$ cat src/rtl/imm_defs.sv
// Shared encodings for the immediate assembler: extension modes and FSM states.
package imm_defs;

  localparam logic [1:0] MODE_SIGN  = 2'b00;
  localparam logic [1:0] MODE_ZERO  = 2'b01;
  localparam logic [1:0] MODE_UPPER = 2'b10;
  localparam logic [1:0] MODE_RSVD  = 2'b11;

  typedef enum logic [1:0] {
    S_IDLE  = 2'b00,
    S_ACCUM = 2'b01,
    S_OUT   = 2'b10
  } state_e;

endpackage

$ cat src/rtl/imm_ext_unit.sv
// Combinational extender: widens the low cnt*CHUNK_W bits of acc to OUT_W bits
// by sign, zero or upper placement. Reusable by the branch-offset path.
module imm_ext_unit
  import imm_defs::*;
#(
  parameter int CHUNK_W    = 8,
  parameter int MAX_CHUNKS = 2,
  parameter int OUT_W      = 16,
  localparam int ACC_W     = CHUNK_W * MAX_CHUNKS,
  localparam int CNT_W     = $clog2(MAX_CHUNKS + 1)
) (
  input  logic [ACC_W-1:0] acc,
  input  logic [CNT_W-1:0] cnt,
  input  logic [1:0]       mode,
  output logic [OUT_W-1:0] ext,
  output logic             rsvd
);

  int               n;
  logic [OUT_W-1:0] acc_w;
  logic [OUT_W-1:0] mask;
  logic [OUT_W-1:0] sign_bit;
  logic [OUT_W-1:0] val;

  always_comb begin
    n             = int'(cnt) * CHUNK_W;
    acc_w         = '0;
    acc_w[ACC_W-1:0] = acc;
    // mask selects the n valid bits; sign_bit is the MSB of that field
    mask          = (n == 0) ? '0 : ({OUT_W{1'b1}} >> (OUT_W - n));
    sign_bit      = (n == 0) ? '0 : (OUT_W'(1) << (n - 1));
    val           = acc_w & mask;
    rsvd          = (mode == MODE_RSVD);
    case (mode)
      MODE_SIGN:  ext = val | (((val & sign_bit) != '0) ? ~mask : '0);
      MODE_UPPER: ext = (n == 0) ? '0 : (val << (OUT_W - n));
      default:    ext = val;
    endcase
  end

endmodule

$ cat src/rtl/imm_builder.sv
// Sequential immediate assembler: collects MSB-first chunks, extends the result
// and presents it on a registered valid/ready output.
module imm_builder
  import imm_defs::*;
#(
  parameter int CHUNK_W    = 8,
  parameter int MAX_CHUNKS = 2,
  parameter int OUT_W      = 16
) (
  input  logic               clk,
  input  logic               reset,
  input  logic               in_valid,
  output logic               in_ready,
  input  logic [CHUNK_W-1:0] in_chunk,
  input  logic               in_last,
  input  logic [1:0]         in_mode,
  output logic               out_valid,
  input  logic               out_ready,
  output logic [OUT_W-1:0]   out_imm,
  output logic               out_err
);

  localparam int ACC_W = CHUNK_W * MAX_CHUNKS;
  localparam int CNT_W = $clog2(MAX_CHUNKS + 1);

  // Handshake: a transfer happens on a port in any cycle where its valid and
  // ready are both high; valid never depends on ready on the same port.
  state_e             state_q, state_d;
  logic [ACC_W-1:0]   acc_q, acc_d;
  logic [CNT_W-1:0]   cnt_q, cnt_d;
  logic [1:0]         mode_q, mode_d;
  logic [OUT_W-1:0]   out_imm_q, out_imm_d;
  logic               out_err_q, out_err_d;
  logic               accept;
  logic               first;
  logic               frame_end;
  logic [OUT_W-1:0]   ext;
  logic               rsvd;

  assign in_ready  = (state_q != S_OUT) || out_ready;
  assign accept    = in_valid && in_ready;
  assign first     = (state_q != S_ACCUM);
  assign out_valid = (state_q == S_OUT);
  assign out_imm   = out_imm_q;
  assign out_err   = out_err_q;

  // Next frame contents; the extender sees them so the result registers at frame end
  always_comb begin
    acc_d  = acc_q;
    cnt_d  = cnt_q;
    mode_d = mode_q;
    if (accept) begin
      if (first) begin
        acc_d  = ACC_W'(in_chunk);
        cnt_d  = CNT_W'(1);
        mode_d = in_mode;
      end else begin
        acc_d  = (acc_q << CHUNK_W) | ACC_W'(in_chunk);
        cnt_d  = cnt_q + 1'b1;
      end
    end
  end

  imm_ext_unit #(
    .CHUNK_W   (CHUNK_W),
    .MAX_CHUNKS(MAX_CHUNKS),
    .OUT_W     (OUT_W)
  ) u_ext (
    .acc (acc_d),
    .cnt (cnt_d),
    .mode(mode_d),
    .ext (ext),
    .rsvd(rsvd)
  );

  always_comb begin
    state_d   = state_q;
    out_imm_d = out_imm_q;
    out_err_d = out_err_q;
    frame_end = accept && (in_last || (cnt_d == CNT_W'(MAX_CHUNKS)));
    if (state_q == S_OUT && out_ready) state_d = S_IDLE;
    if (accept) begin
      if (frame_end) begin
        state_d   = S_OUT;
        out_imm_d = ext;
        out_err_d = rsvd || !in_last;
      end else begin
        state_d   = S_ACCUM;
      end
    end
  end

  always_ff @(posedge clk) begin
    if (reset) begin
      state_q   <= S_IDLE;
      acc_q     <= '0;
      cnt_q     <= '0;
      mode_q    <= MODE_SIGN;
      out_imm_q <= '0;
      out_err_q <= 1'b0;
    end else begin
      state_q   <= state_d;
      acc_q     <= acc_d;
      cnt_q     <= cnt_d;
      mode_q    <= mode_d;
      out_imm_q <= out_imm_d;
      out_err_q <= out_err_d;
    end
  end

endmodule

$ cat config.mk
export PLATFORM = sky130hd
export DESIGN_NAME = imm_builder
export DESIGN_NICKNAME = d
export VERILOG_FILES = /design/src/rtl/imm_defs.sv /design/src/rtl/imm_ext_unit.sv /design/src/rtl/imm_builder.sv
export SDC_FILE = /design/constraint.sdc
export NUM_CORES = 1
export LEC_CHECK = 0
export CORE_MARGIN = 3
export CORE_UTILIZATION = 53
export DETAILED_ROUTE_END_ITERATION = 12
export GPL_ROUTABILITY_DRIVEN = 0
export HOLD_SLACK_MARGIN = 0.05
export MAX_ROUTING_LAYER = met4
export PLACE_DENSITY = 0.79
export SLEW_MARGIN = 30
export SYNTH_ARGS = -nofsm -noshare
export SYNTH_HDL_FRONTEND = slang
export SYNTH_HIERARCHICAL = 1
export SYNTH_SLANG_ARGS = --single-unit
$ cat constraint.sdc
create_clock -name clk -period 4.3 [get_ports clk]
set_input_delay 1.29 -clock clk [delete_from_list [all_inputs] [get_ports clk]]
set_output_delay 1.29 -clock clk [all_outputs]
set_load 0.01 [all_outputs]
Yosys cells after proc, flatten, opt, wreduce, memory -nomap -nowiden
Index checks and enable logic that the tools add are counted.

word-level totals
  register bits after elaboration = 39
  bits of input ports = 15
  output and inout bits = 19
  word-level logic and storage cells = 49

operators by class
  add/subtract/negate cells = 3
  equality and inequality tests = 6
  shifts and indexed selects = 3
  multiplexer cells = 14
  bitwise gates (word level) = 5
  reduce and logical (&&, ||, !) cells = 12

operators with widths
  kind                                                                     number
  16-bit two-way mux                                                       6
  16-bit AND                                                               2
  32-bit zero test                                                         1
  16-bit case mux with 2 select lines                                      1
  1-bit by 32-bit left shift with 16-bit output, first input constant      1
  16-bit by 32-bit left shift with 16-bit output                           1
  16-bit by 32-bit >> shifter with 16-bit output, first input constant     1
  16-bit NOT                                                               1
  16-bit bitwise OR                                                        1
  16-bit by 8-bit bitwise OR with 16-bit output                            1
  16-bit nonzero test                                                      1
  2-bit two-way mux                                                        7
  2-bit equality test, second input constant                               4
  5-bit by 1-bit subtractor with 6-bit output, second input constant       1
  5-bit by 5-bit subtractor with 6-bit output, first input constant        1
  1-bit logical AND                                                        3
  1-bit logical OR                                                         3
  2-bit by 1-bit adder with 2-bit output, second input constant            1
  2-bit zero test                                                          1
  2-bit by 1-bit inequality test with 1-bit output, second input constant  1
  2-bit inequality test, second input constant                             1
  2-bit AND reduction                                                      1
  2-bit nonzero test                                                       1
  1-bit zero test                                                          1

Longest topological paths before layout
Gate-level depths: netlist of the first run.

  depth in word-level cells = 13
  depth in mapped cells = 13
  depth with buffers taken out = 11

Hierarchy
Netlist of the first run, hierarchy kept.

modules (own cells, without submodules)
  module        times used  cells an instance  area each (µm²)  seq. area each (µm²)
  imm_builder   1           171                1754.2           780.7
  imm_ext_unit  1           61                 409.1            0.0

Least setup slack after synthesis of the first run
OpenSTA, ideal clock, no wires.

  kind = input-to-reg
  start = input port out_ready
  end = register out_imm_q[8] (netlist: out_imm[8])
  setup time = 0.072 ns
  arrival time = 3.461 ns
  required time = 4.228 ns
  setup slack = 0.767 ns
  stages on the path = 13
  buffers on the path = 2
  path through = or3b_4 > nand2_1 > buf_2 > nand2_1 > nand2_1 > inv_1 > ha_1 > buf_2 > nand4b_1 > a21o_1 > a22oi_1 > nand2b_1 > mux2i_1

between the ends
  word-level cells in the longest chain between the ends = 12
  elaborated cells between the ends (all ways) = 27
  those cells by class = 2 x add/sub; 2 x eq/ne; 3 x shift; 8 x mux; 4 x bitwise; 8 x reduce/logical

ends and longest elaborated chain
  what                                            line                                    text
  from (decl)                                     imm_builder.sv:18                       input logic out_ready,
  1-bit logical OR (*)                            imm_builder.sv:40                       assign in_ready = (state_q != S_OUT) || out_ready;
  1-bit logical AND (*)                           imm_builder.sv:41                       assign accept = in_valid && in_ready;
  2-bit two-way mux (*)                           imm_builder.sv:52                       if (accept) begin
  net cnt_d[0]                                    imm_builder.sv:30                       logic [CNT_W-1:0] cnt_q, cnt_d;
  5-bit by 5-bit subtractor with 6-bit output     imm_ext_unit.sv:30, imm_ext_unit.sv:36
  16-bit by 32-bit >> shifter with 16-bit output  imm_ext_unit.sv:30                      mask = (n == 0) ? '0 : ({OUT_W{1'b1}} >> (OUT_W - n));
  16-bit two-way mux                              imm_ext_unit.sv:30
  16-bit AND                                      imm_ext_unit.sv:32                      val = acc_w & mask;
  16-bit AND                                      imm_ext_unit.sv:35                      MODE_SIGN: ext = val | (((val & sign_bit) != '0) ? ~mask : '0);
  16-bit nonzero test                             imm_ext_unit.sv:35
  16-bit two-way mux                              imm_ext_unit.sv:35
  16-bit bitwise OR                               imm_ext_unit.sv:35
  16-bit case mux with 2 select lines (*)         imm_ext_unit.sv:34                      case (mode)
  net ext[8]                                      imm_builder.sv:37                       logic [OUT_W-1:0] ext;
  to (signal assigned)                            imm_builder.sv:106                      out_imm_q <= out_imm_d;
  to (decl)                                       imm_builder.sv:32                       logic [OUT_W-1:0] out_imm_q, out_imm_d;

The timed path passes the listed nets; every way through them passes the cells marked *.
A chain may end at the register's enable or synchronous reset.

Worst setup path after layout of the first run
  start = input port out_ready
  end = register out_imm_q[12] (netlist: out_imm[12])

Same word-level chain as after synthesis.

==> results of run 1 <==
==> cells by family (layout without fill, tap and decap cells) <==
group | count (synthesis) | in the layout | share of synthesized area
AO/OA/AOI/OAI | 44 | 44 | 0.151
flip-flops | 39 | 39 | 0.361
AND/OR/NAND/NOR | 99 | 99 | 0.278
buffers and inverters | 21 | 53 | 0.0584
multiplexers | 25 | 25 | 0.129
adder cells (fa/ha/maj) | 4 | 4 | 0.0231
==> synth_stat cells (all sizes together) (2+ instances only) <==
master	instances
dfxtp	39
nand2b	34
nor2b	21
mux2i	17
nand2	17
a22o	14
o21ai	10
buf	9
mux2	8
a21o	6
a21oi	6
clkbuf	6
inv	6
nor2	6
nor3	5
ha	4
nor3b	4
and2	3
a32o	2
and3	2
nand3b	2
==> worst max-delay path, cell delays in order <==
cell,delay [ps]
clkdlybuf4s50_1,420
or3b_4,400
nand2_1,190
nand2_1,100
nand2_1,190
inv_1,110
ha_1,340
nor3b_1,360
and3_1,360
a32o_1,220
nand2b_1,60
mux2i_1,110
==> sequential cells by signal, summed over array words and instances, names as in the netlist <==
signal,count
cnt_q,2
state_q,2
out_err,1
acc_q,16
out_imm,16
mode_q,2
==> layout by cell type (no fill, tap or decap), types with 2 or more instances in the layout <==
cell type,Yosys,routed
nor2_1,6,6
nand2b_1,34,34
inv_1,6,6
nor2b_4,2,2
nor3b_1,4,4
o21ai_0,10,10
buf_4,1,6
and3_1,2,2
mux2i_1,17,17
nor2b_1,19,19
mux2_4,5,5
nor3_1,4,4
a21o_1,6,6
a21oi_1,5,5
mux2_2,3,3
nand3b_1,2,2
nand2_1,17,17
clkbuf_8,0,5
and2_1,2,2
a32o_1,2,2
dfxtp_1,39,39
a22o_1,14,14
ha_1,4,4
clkdlybuf4s50_1,0,32
==> layout make-up <==
cell class | instances | area (um^2) | area share
clock inverter | 3 | 43.8 | 0.0168
inverter | 6 | 22.5 | 0.00865
timing repair buffer | 39 | 370 | 0.142
multi-input combinational | 172 | 1260 | 0.483
tap | 48 | 60.1 | 0.0231
clock buffer | 5 | 68.8 | 0.0264
sequential | 39 | 781 | 0.300
==> stage by stage <==
stage / hold slack (ps) / cell area, um^2 / util
2_1_floorplan: 478 / 2160 / -
3_3_place_gp: 454 / 2490 / 0.657
3_5_place_dp: 457 / 2490 / 0.655
4_1_cts: 468 / 2600 / 0.685
5_1_grt: 496 / 2600 / 0.685
6_report: 468 / 2600 / 0.685
==> metal layers <==
| layer | wire, um | GRT usage | vias up |
|---|---|---|---|
| li1 | - | - | 857 |
| met1 | 2200 | 0.251 | 738 |
| met2 | 1780 | 0.275 | 44 |
| met3 | 234 | 0.0460 | 7 |
| met4 | 64 | 0.0638 | 0 |
| met5 | 0 | - | - |
==> worst paths after layout <==
| check | start | endpoint | slack [ps] |
|---|---|---|---|
| setup / recovery | out_ready | out_imm[12]$_SDFFE_PP0P_ | 390 |
| hold / removal | out_err$_SDFFE_PP0P_ | out_err$_SDFFE_PP0P_ | 470 |
| setup reg to reg | state_q[1]$_SDFFE_PP0P_ | out_imm[12]$_SDFFE_PP0P_ | 1350 |
| hold reg to reg | out_err$_SDFFE_PP0P_ | out_err$_SDFFE_PP0P_ | 470 |
==> power breakdown <==
| group | switching [mW] | total [mW] | internal, mW |
|---|---|---|---|
| clock | 0.133 | 0.305 | 0.173 |
| sequential | 0.00952 | 0.385 | 0.375 |
| combinational | 0.0806 | 0.160 | 0.0795 |
==> summary.txt, run 1 <==
==============================================================================
Status                                                            finished clean
PnR worst setup slack                                                   388 ps
Number of hold-slack violations in the final timing report                   0
Number of cells in the finished layout apart from fillers                  312
Layout fillers                                                             333
Largest net degree at the start of global routing                           40
Placed cells                                                               304
Library cell with the largest summed area after synthesis              dfxtp_1
Synthesized netlist net count                                              251
Arrival time at the worst endpoint                                     4150 ps
Cell chosen for the clock root                                        clkbuf_8
Flip-flop cell with the highest count after synthesis                  dfxtp_1
Startpoint Class                                                     input pin
Worst supply voltage drop on vdd                                      0.244 mV
Total Die Area                                                    0.00488 mm^2
DIE HEIGHT                                                             69.9 um
Core Rows                                                                   22
Clock tree from TritonCTS                                                built
Sequential fraction of the synthesis area                                0.361
Pwr/cell area                                                      327 mW/mm^2
Post-Synthesis Cells                                                       232
Starting DRC count in detailed routing                                     116
Number of failing setup endpoints in the final timing report                 0
Count of TritonRoute iterations in the first routing pass                    4
Final number of max-transition violations                                    0
Global-route wire length before repair                                 7.21 mm
Number of max-cap violations                                                 0
Layout cell share with drive strength beyond 1                           0.117
DP Wirelength                                                          3.09 mm
Post-CTS setup buffer count                                                  0
Final critical-path required period                                    3910 ps
Flip-flop and latch count after synthesis                                   39
Number of nets with antenna violations after routing                         0
Hold buffer count at cts                                                     0
Wirelength, routed                                                     4.28 mm
Fin Setup TNS                                                             0 ps
Warnings, synthesis                                                          6
Port Buf Inserts                                                            33
Slew at the pin with the worst max-slew slack                           558 ps
Die Width                                                              69.9 um
Post-DR vias/cell                                                         5.28
Worst Setup Slack post-DPL                                              188 ps
Deepest clock path buffer count                                              2
Synthesized area per cell                                            9.32 um^2
Initial antenna violation count                                              0
Antenna Cells                                                                0
Maximum achievable frequency                                           256 MHz
Core region area                                                  0.00380 mm^2
Critical setup path kind                                                in2reg
Kind of path behind the tightest hold check                            reg2reg
Clock latency at the later pin of the worst-skew pair                   300 ps
Num ports                                                                   34
Vias in the first global route                                            1527
DRC                                                                          0
Largest fanout on the critical path                                          7
Post-route fraction of the period consumed by the critical path          0.910
Critical Path Sink Type                                               register
Count of nets after finishing                                              282
Wire length per cell                                                   13.7 um
Total congestion overflow                                                    0
Fraction of registers with async set/reset                                   0
Clk sinks                                                                   39
Total clock buffers created by CTS                                           5
Design Power                                                          0.850 mW
Required time worst endpoint                                           4540 ps
Worst hold path depth                                                        2
Post_cts resized                                                             0
Number of unique standard cell types used by synthesis                      40
Max H-tree Level                                                             2
Effective utilization at floorplan                                       0.569
Post-synth EDFFs                                                             0
Proportion of netlist area held by the largest area contributor          0.361
Post-synthesis to final-layout area growth                               20.3%
CTS clock-pin slew for the worst setup and hold paths                    80 ps
Worst Clk Skew                                                         9.08 ps
Cell area after synthesis                                         0.00216 mm^2
Routed via count                                                          1646
Overall global routing resource usage                                    0.187
Leakage power of the design                                            1.09 nW
Worst-case reg-to-reg path depth                                            11
Unrepaired setup endpoints after global routing                             no
Relative slew slack                                                      0.628
Synth area leaders                                                dfxtp_1 (36%), nand2b_1 (9.8%), mux2i_1 (7.9%)
==============================================================================
(Power assumes the default switching activity.)
==> run 2, diff against run 1 <==
--- a/config.mk
+++ b/config.mk
@@ -12,7 +12,6 @@
 export HOLD_SLACK_MARGIN = 0.05
 export MAX_ROUTING_LAYER = met4
 export PLACE_DENSITY = 0.79
-export SLEW_MARGIN = 30
 export SYNTH_ARGS = -nofsm -noshare
 export SYNTH_HDL_FRONTEND = slang
 export SYNTH_HIERARCHICAL = 1
==> run 2 against run 1 <==
Against the previous run:
- via count grew 0.97%
- cell count is the same
- clock skew grew 1.6 ps
- global-route usage grew 0.13 points
- critical path type unchanged
- critical endpoint unchanged
- largest power group unchanged
==> summary.txt, run 2 (synthesis results as in run 1) <==
=====================================================================================
Status                                                                   finished clean   unchanged
Vias in the first global route                                                   1537   was 1527
Post-synthesis to final-layout area growth                                      20.5%   was 20.3%
Clock latency at the later pin of the worst-skew pair                          300 ps   about the same
Dominant cell type by count on the critical path                              nand2_1   unchanged
Fin Setup TNS                                                                    0 ps   unchanged
Clock tree from TritonCTS                                                       built   unchanged
Relative slew slack                                                             0.278   was 0.628
Worst Setup Slack post-DPL                                                     182 ps   was 188 ps
PnR worst setup slack                                                          329 ps   was 388 ps
Global-route wire length before repair                                        7.22 mm   was 7.21 mm
Worst supply voltage drop on vdd                                             0.237 mV   was 0.244 mV
Total congestion overflow                                                           0   unchanged
Post_cts resized                                                                    0   unchanged
Antenna Cells                                                                       0   unchanged
Required time worst endpoint                                                  4540 ps   about the same
Layout cell share with drive strength beyond 1                                  0.114   was 0.117
Deepest clock path buffer count                                                     2   unchanged
Post-CTS setup buffer count                                                         0   unchanged
Most frequent standard cell in the layout excluding fill and tap cells        dfxtp_1   unchanged
Total clock buffers created by CTS                                                  5   unchanged
CTS clock-pin slew for the worst setup and hold paths                           80 ps   about the same
Count of nets after finishing                                                     282   unchanged
Source of the worst hold timing path                                     out_err$_SDFFE_PP0P_   unchanged
Final number of max-transition violations                                           0   unchanged
Commonest cells after routing, fill and taps aside                       dfxtp_1 (39), nand2b_1 (34), clkdlybuf4s50_1 (33), nor2b_1 (19)   was dfxtp_1 (39), nand2b_1 (34), clkdlybuf4s50_1 (32), nor2b_1 (19)
Count of TritonRoute iterations in the first routing pass                           4   unchanged
Effective utilization at floorplan                                              0.569   unchanged
Number of max-cap violations                                                        0   unchanged
Critical Path Sink Type                                                      register   unchanged
Max H-tree Level                                                                    2   unchanged
Num ports                                                                          34   unchanged
Initial antenna violation count                                                     0   unchanged
CP top delay family                                                      simple AND/OR/NAND/NOR gates   unchanged
Worst hold path depth                                                               2   unchanged
DRC                                                                                 0   unchanged
Worst-case reg-to-reg path depth                                                   11   unchanged
Core region area                                                         0.00380 mm^2   unchanged
Maximum achievable frequency                                                  252 MHz   was 256 MHz
Worst-path cell chain                                                    clkdlybuf4s50_1 > or3b_4 > nand2_1 > nand2_1 > nand2_1 > inv_1 > ha_1 > nor3b_1 > and3_1 > a32o_1 > nand2b_1 > mux2i_1   unchanged
Hold buffer count at cts                                                            0   unchanged
Routed via count                                                                 1662   was 1646
Critical setup path kind                                                       in2reg   unchanged
Minimum setup slack among reg-to-reg paths                                    1300 ps   was 1350 ps
Buffer and inverter count on the worst path                                         2   unchanged
Clk sinks                                                                          39   unchanged
Slew at the pin with the worst max-slew slack                                 1080 ps   was 558 ps
Arrival time at the worst endpoint                                            4210 ps   was 4150 ps
Unrepaired setup endpoints after global routing                                    no   unchanged
Post-DR vias/cell                                                                5.33   was 5.28
Starting DRC count in detailed routing                                            138   was 116
Destination of the worst hold path                                       out_err$_SDFFE_PP0P_   unchanged
Launch instance of the worst register-to-register path                   state_q[1]$_SDFFE_PP0P_   unchanged
Kind of path behind the tightest hold check                                   reg2reg   unchanged
Pwr/cell area                                                             326 mW/mm^2   was 327 mW/mm^2
Largest net degree at the start of global routing                                  40   unchanged
Number of hold-slack violations in the final timing report                          0   unchanged
Overall global routing resource usage                                           0.188   was 0.187
Leakage power of the design                                                   1.09 nW   about the same
Wirelength, routed                                                            4.25 mm   was 4.28 mm
Post-route fraction of the period consumed by the critical path                 0.923   was 0.910
Startpoint Class                                                            input pin   unchanged
Total Die Area                                                           0.00488 mm^2   unchanged
Standard cell with the maximum stage delay on the critical path          clkdlybuf4s50_1   unchanged
Wire length per cell                                                          13.6 um   was 13.7 um
Port Buf Inserts                                                                   33   unchanged
DIE HEIGHT                                                                    69.9 um   unchanged
Worst Clk Skew                                                                10.7 ps   was 9.08 ps
Largest fanout on the critical path                                                 7   unchanged
Delay of the slowest critical-path stage                                       430 ps   was 420 ps
Number of failing setup endpoints in the final timing report                        0   unchanged
DP Wirelength                                                                 3.06 mm   was 3.09 mm
Number of nets with antenna violations after routing                                0   unchanged
Final critical-path required period                                           3970 ps   was 3910 ps
Die Width                                                                     69.9 um   unchanged
Cell chosen for the clock root                                               clkbuf_8   unchanged
Core Rows                                                                          22   unchanged
Layout fillers                                                                    340   was 333
Critical R2R Capture                                                     out_imm[12]$_SDFFE_PP0P_   unchanged
=====================================================================================
run 2: cell count changes in the layout (fill, tap and decap cells not counted):
cell / change
buf_2: -1
clkdlybuf4s50_1: +1
run 2: area by class of cell:
class	instances	area, um^2	area share
Multi-Input combinational cell	172	1260	0.482
Sequential cell	39	781	0.299
Timing Repair Buffer	39	375	0.144
Clock buffer	5	68.8	0.0264
Tap cell	48	60.1	0.0230
Clock inverter	3	43.8	0.0168
Inverter	6	22.5	0.00864
run 2: worst max-delay path by stage:
stage	start	endpoint	slack (ps)	cells past startpoint
after CTS	out_ready	out_imm[12]$_SDFFE_PP0P_	400	12
after floorplan	out_ready	out_imm[8]$_SDFFE_PP0P_	770	13
after detailed placement	out_ready	out_imm[12]$_SDFFE_PP0P_	180	12
after global routing	out_ready	out_imm[14]$_SDFFE_PP0P_	170	12
after global placement	out_ready	out_imm[12]$_SDFFE_PP0P_	280	12
final	out_ready	out_imm[12]$_SDFFE_PP0P_	330	12
run 2: power breakdown:
group | switching (mW) | leakage, nW | internal, mW
logic | 0.0807 | 0.709 | 0.0803
registers | 0.00941 | 0.318 | 0.375
clock network | 0.131 | 0.0581 | 0.173
total | 0.221 | 1.09 | 0.628
run 2: metrics by stage:
step                power [mW]  std cells  hold slack, ps  utilization  area (um^2)
finish                   0.850        312             471        0.686         2610
global route             0.885        312             501        0.686         2610
CTS                      0.853        312             471        0.686         2610
detailed placement       0.552        304             458        0.657         2490
global placement         0.550        304             454        0.657         2490
floorplan                0.510        232             478            -         2160
run 2: layer usage:
| layer | routed length [um] | vias up | GRT usage |
|---|---|---|---|
| met4 | 80 | 0 | 0.0851 |
| met3 | 248 | 8 | 0.0417 |
| met1 | 2110 | 749 | 0.249 |
| li1 | - | 856 | - |
| met2 | 1810 | 49 | 0.275 |
| met5 | 0 | - | - |
run 2: worst min-delay path, cell delays in order, from the launching register on:
cell	delay, ps
dfxtp_1	320
inv_1	50
a211oi_1	50
